<file path="config.mk">
export PLATFORM = sky130hd
export DESIGN_NAME = mem_arbiter
export DESIGN_NICKNAME = d
export VERILOG_FILES = /design/src/rtl/mem_arbiter.sv
export SDC_FILE = /design/constraint.sdc
export NUM_CORES = 1
export LEC_CHECK = 0
export BUFFER_PORTS_ARGS = -buffer_cell sky130_fd_sc_hd__buf_4
export CAP_MARGIN = 20
export CORE_ASPECT_RATIO = 0.7
export CORE_MARGIN = 1
export CORE_UTILIZATION = 44
export CTS_BUF_LIST = sky130_fd_sc_hd__clkbuf_8
export CTS_CLUSTER_DIAMETER = 150
export DETAILED_ROUTE_END_ITERATION = 6
export PLACE_DENSITY_LB_ADDON = 0.05
export SKIP_CTS_REPAIR_TIMING = 1
export SLEW_MARGIN = 10
export SYNTH_ARGS = -nofsm -noshare
export SYNTH_HDL_FRONTEND = slang
export SYNTH_SLANG_ARGS = --single-unit
</file>
<file path="constraint.sdc">
create_clock -name clk -period 1.8 [get_ports clk]
set_clock_uncertainty 0.05 [all_clocks]
set_input_delay 0.36 -clock clk [delete_from_list [all_inputs] [get_ports clk]]
set_output_delay 0.36 -clock clk [all_outputs]
set_load 0.01 [all_outputs]
</file>
<file path="src/rtl/mem_arbiter.sv">
// mem_arbiter: shares one fixed-latency unified memory between instruction fetch and data load/store.
//  Optional feature macro: MEM_ARB_RR_EN (alternating priority when both ports request in IDLE;
//  undefined = data always beats fetch).
//  Ports: clk, rst_n (async active-low); fetch if_req/if_addr -> if_ack/if_rdata;
//  data d_re/d_we/d_addr/d_wdata -> d_ack/d_rdata; halt blocks new fetches;
//  memory mem_en/mem_we/mem_addr/mem_wdata <- mem_rdata; status busy/halted.
module mem_arbiter #(
  parameter int ADDR_W  = 16,
  parameter int DATA_W  = 16,
  parameter int LATENCY = 2
) (
  input  logic              clk,
  input  logic              rst_n,
  input  logic              if_req,
  input  logic [ADDR_W-1:0] if_addr,
  output logic              if_ack,
  output logic [DATA_W-1:0] if_rdata,
  input  logic              d_re,
  input  logic              d_we,
  input  logic [ADDR_W-1:0] d_addr,
  input  logic [DATA_W-1:0] d_wdata,
  output logic              d_ack,
  output logic [DATA_W-1:0] d_rdata,
  input  logic              halt,
  output logic              mem_en,
  output logic              mem_we,
  output logic [ADDR_W-1:0] mem_addr,
  output logic [DATA_W-1:0] mem_wdata,
  input  logic [DATA_W-1:0] mem_rdata,
  output logic              busy,
  output logic              halted
);
  localparam int CW = $clog2(LATENCY) + 1;
  localparam logic [1:0] IDLE   = 2'd0;
  localparam logic [1:0] ACCESS = 2'd1;
  localparam logic [1:0] RESP   = 2'd2;
  logic [1:0]    state;
  logic [CW-1:0] cnt;
  logic          gnt_d;
  logic          d_req, if_ok, take_d;
  assign d_req = d_re | d_we;
  assign if_ok = if_req & ~halt;
`ifdef MEM_ARB_RR_EN
  // last_d remembers who won the previous grant so a contested IDLE alternates
  logic last_d;
  assign take_d = d_req & (~if_ok | ~last_d);
  always_ff @(posedge clk or negedge rst_n)
    if (!rst_n) last_d <= 1'b0;
    else if (state == IDLE && (d_req | if_ok)) last_d <= take_d;
`else
  assign take_d = d_req;
`endif
  assign busy   = state != IDLE;
  assign halted = rst_n & halt & (state == IDLE) & ~d_req;
  always_ff @(posedge clk or negedge rst_n) begin
    if (!rst_n) begin
      state     <= IDLE;
      cnt       <= '0;
      gnt_d     <= 1'b0;
      if_ack    <= 1'b0;
      d_ack     <= 1'b0;
      if_rdata  <= '0;
      d_rdata   <= '0;
      mem_en    <= 1'b0;
      mem_we    <= 1'b0;
      mem_addr  <= '0;
      mem_wdata <= '0;
    end else begin
      case (state)
        IDLE: if (d_req | if_ok) begin
          state     <= ACCESS;
          cnt       <= '0;
          gnt_d     <= take_d;
          mem_en    <= 1'b1;
          mem_we    <= take_d & d_we;
          mem_addr  <= take_d ? d_addr : if_addr;
          mem_wdata <= take_d ? d_wdata : mem_wdata;
        end
        ACCESS: begin
          cnt <= cnt + 1'b1;
          if (cnt == CW'(LATENCY - 1)) begin
            state    <= RESP;
            mem_en   <= 1'b0;
            mem_we   <= 1'b0;
            d_ack    <= gnt_d;
            if_ack   <= ~gnt_d;
            // writes (including simultaneous re+we) leave d_rdata untouched
            d_rdata  <= (gnt_d & ~mem_we) ? mem_rdata : d_rdata;
            if_rdata <= gnt_d ? if_rdata : mem_rdata;
          end
        end
        RESP: begin
          if_ack <= 1'b0;
          d_ack  <= 1'b0;
          state  <= IDLE;
        end
        default: state <= IDLE;
      endcase
    end
  end
endmodule

</file>
# Word-level counts from Yosys, hierarchy flattened
# Cells that the tools add are included.
[word_totals]
ff_bits = 73
inputBits = 70
output_inout_bits = 70
[classes]
addsub = 1
eq_ne = 5
mux = 15
n_bitwise = 12
n_reduce_logical = 12
[ops]
columns = ["op", "n"]
rows = [
  ["16-bit two-way mux", 1],
  ["3-bit AND reduction", 4],
  ["1-bit case mux with 2 select lines", 4],
  ["2-bit case mux with 2 select lines", 2],
  ["2-bit AND reduction", 4],
  ["1-bit AND", 6],
  ["2-bit two-way mux", 3],
  ["2-bit nonzero test", 3],
  ["1-bit two-way mux", 5],
  ["2-bit by 1-bit equality test with 1-bit output (second input constant)", 2],
  ["1-bit inverter", 4],
  ["2-bit by 1-bit adder with 2-bit output (second input constant)", 1],
  ["2-bit equality test (second input constant)", 1],
  ["2-bit zero test", 1],
  ["2-bit by 1-bit != test with 1-bit output (second input constant)", 1],
  ["2-bit != test (second input constant)", 1],
  ["1-bit bitwise OR", 2],
]

# Longest topological paths before layout
[depth]
ltp_word = 5
ltp_mapped = 7
depth_no_buf = 5

# Worst setup path after synthesis
# Ideal clock, no wire load.
[synth_timing]
path_kind = "flip-flop to flip-flop"
startpoint = "reg state[1]"
endpoint = "reg d_rdata[10]"
setup_ps = 125
arrival_ps = 1630
setup_slack_ps = -5
path_stages_with_launch = 7
synth_period_minus_slack_ps = 1805
path_cell_list = "dfrtp_1 -> nand2b_1 -> buf_2 -> nor4bb_1 -> buf_2 -> buf_4 -> mux2_2"
[synth_via]
elab_chain_cells = 2
[synth_lines]
columns = ["item", "line", "rtl"]
rows = [
  ["from (decl)", "37", "logic [1:0] state;"],
  ["from (signal assigned)", "57", "state <= IDLE;"],
  ["from (signal assigned)", "71", "state <= ACCESS;"],
  ["from (signal assigned)", "82", "state <= RESP;"],
  ["2-bit by 1-bit equality test with 1-bit output", "69", "case (state)"],
  ["3-bit AND reduction (no line)", "-", ""],
  ["to (signal assigned)", "88", "d_rdata <= (gnt_d & ~mem_we) ? mem_rdata : d_rdata;"],
  ["to (decl)", "23", "output logic [DATA_W-1:0] d_rdata,"],
]
# Every way passes these cells.
# A chain may end at the register's enable or synchronous reset.

# Worst setup path after layout
[layout_timing]
startpoint = "reg state[1]"
endpoint = "reg d_rdata[4]"
# The elaborated chain is that of the path after synthesis.

==> impl_results.md <==
- Core area: 0.00679 sq mm
- Clock transition at path regs: 0.08 ns
- Die Width: 102 um
- Synth area leader: dfrtp_1
- Slowest cell on the critical path: dfrtp_1
- Share of layout cells above drive strength 1: 69.7%
- Cell area after synthesis: 0.00310 sq mm
- Endpoint arrival time on the critical path: 1.88 ns
- Register area share after synthesis: 59.0%
- Area occupied by registers: 0.00183 sq mm
- Detailed Place HPWL: 4620 um
- Final ANT Viol Nets: 0
- Fill cell count: 536
- Actual slew at the worst max-slew pin: 0.886 ns
- Most instantiated cells after synthesis: 73 x dfrtp_1, 71 x mux2_2, 9 x mux2_4
- Area grow syn2layout: 45.3%
- Largest net degree at the start of global routing: 74
- # nets final: 425
- FMAX: 0.583 GHz
- Initial antenna violation count: 0
- Final hold violation count: 0
- CP peak stage delay: 0.40 ns
- Clock root buffer: clkbuf_8
- Final WL: 6330 um
- CP Class: flop to flop
- Required time worst endpoint: 1.97 ns
- Chip Height: 72.2 um
- Syn_nets: 275
- Period utilization: 95.4%
- WL per Instance: 14.0 um
- Clock buffer depth: 2
- First DRT Iteration DRCs: 74
- CP cell instances: nand2b_1 > nor4bb_4 > buf_12 > mux2_2
- Die ar.: 0.00738 sq mm
- Unrepaired setup endpoints after global routing: false
- CTS Buf Count: 9
- Total number of yosys warnings: 0
- TNS Setup: 0 ns
- Most common cell in the netlist: dfrtp_1
- DR vias: 2,108
- First-pass GRT wire length: 10,100 um
- Netlist cell types: 29
- Pwr/cell area: 1740 mW/mm^2
- Diode count: 0
- Worst-skew pair later-pin latency: 0.33 ns
- Slew margin rel.: 41.0%
- Yosys top cell area share: 59.0%
- Syn Inst Count: 203
- Via-to-Cell Ratio: 4.67
- Final Critical Period: 1.72 ns
- EDFF count, synth: 0
- Drt first pass iters: 4
- Startpoint Class: flop
- Initial Utilization: 45.6%
- Pleak: 0.00218 uW
- IO Port Bufs: 139
- Final Util: 66.3%
- # clock sinks: 73
- Tot Pwr: 7810 uW
- Worst Path Max Fanout: 16
- Register bit total from synthesis: 73
- Routability cong.: 0.716
- Max-Cap Viols: 0
- Hold Crit Class: input pin to flop
- Final Setup Violations: 0
- Main synth FF type: dfrtp_1
- Synth area leaders: dfrtp_1 59%, mux2_2 26%, mux2_4 4.4%
- Multi-input logic area: 0.00118 sq mm
- Row count: 25
- Avg Inst Size Synth: 15.2 sq um
- Post-route DRC violation count: 0
- Final Max Slew Viols: 0
- Async SR Flop Fraction: 100%
- # H-tree levels: 3
- CTS tree: built
- Vias in the first global route: 2,182
- VDD IR-drop max: 0.818 mV
- Outcome: finished, final reports clean
- CP Capture Type: flop
- Overflow after GRT: 0
- IO Pins: 140
- Gr usage total: 18.6%
==> final cells by class <==
cell class | count | share of cell area, %
clock buffer | 9 | 2.75
clock inverter | 6 | 1.17
inverter | 5 | 0.417
multi-input combinational | 114 | 26.3
sequential | 73 | 40.6
tap | 94 | 2.61
timing repair buffer | 150 | 26.1
==> cells in the final DEF, fill, tap and decap left out, types with 2 or more instances in the layout <==
master	netlist	final
nand3_1	2	2
clkinv_2	0	3
dfrtp_1	73	73
nor2_1	2	2
buf_12	1	4
nand2b_1	3	3
o21a_1	2	2
buf_4	2	146
inv_1	5	7
mux2_2	71	71
clkbuf_8	0	9
or2_1	1	2
ha_1	2	2
o22ai_1	3	3
o21ai_0	5	5
mux2_4	9	9
nand2_1	3	3
==> worst max-delay path, delay by kind of cell, from the launching register on <==
| kind | cells | cell delay, ns |
|---|---|---|
| flip-flops | 1 | 0.40 |
| multiplexers | 1 | 0.34 |
| AND/OR/NAND/NOR | 2 | 0.62 |
| buffers and inverters | 1 | 0.20 |
==> logic make-up after synthesis <==
| logic type | count (synthesis) | synth area share (%) |
|---|---|---|
| multiplexers | 80 | 30.2 |
| AO/OA/AOI/OAI | 13 | 2.59 |
| AND/OR/NAND/NOR | 19 | 4.00 |
| flip-flops | 73 | 59.0 |
| buffers and inverters | 16 | 3.39 |
| adder cells (fa/ha/maj) | 2 | 0.808 |
==> per-layer routing <==
metal	vias to the layer above	track usage, %	wire length (um)
li1	1016	-	-
met1	992	23.1	2850
met2	92	28.3	2820
met3	8	8.67	570
met4	0	7.14	91
met5	-	0	0
==> power by group <==
| group | switching, uW | internal, uW |
|---|---|---|
| sequential | 461 | 2470 |
| combinational | 1450 | 2260 |
| clock | 552 | 615 |
==> registers in the layout (all words and copies together), names as in the netlist <==
signal     flops
cnt            2
d_ack          1
d_rdata       16
gnt_d          1
if_ack         1
if_rdata      16
mem_addr      16
mem_en         1
mem_wdata     16
mem_we         1
state          2
==> worst paths after layout <==
path | from | to | slack, ns | depth (start not counted)
hold / removal | d_wdata[8] | mem_wdata[8] | 0.20 | 2
hold reg to reg | mem_wdata[4] | mem_wdata[4] | 0.46 | 1
max in group asynchronous | rst_n | mem_addr[3] | 0.91 | 2
setup reg to reg | state[1] | d_rdata[4] | 0.08 | 4
setup / recovery | state[1] | d_rdata[4] | 0.08 | 4
min in group asynchronous | rst_n | if_ack | 0.22 | 2
==> metrics by stage <==
stage,setup slack [ns],area (sq um),hold slack [ns],instances
finish,0.0836,4500,0.197,451
floorplan,0.00483,3100,0.0144,203
global route,0.00682,4500,0.161,451
global placement,0.137,4320,0.439,436
CTS,0.0279,4500,0.174,451
detailed placement,0.0846,4320,0.445,436
(Power assumes the default switching activity.)
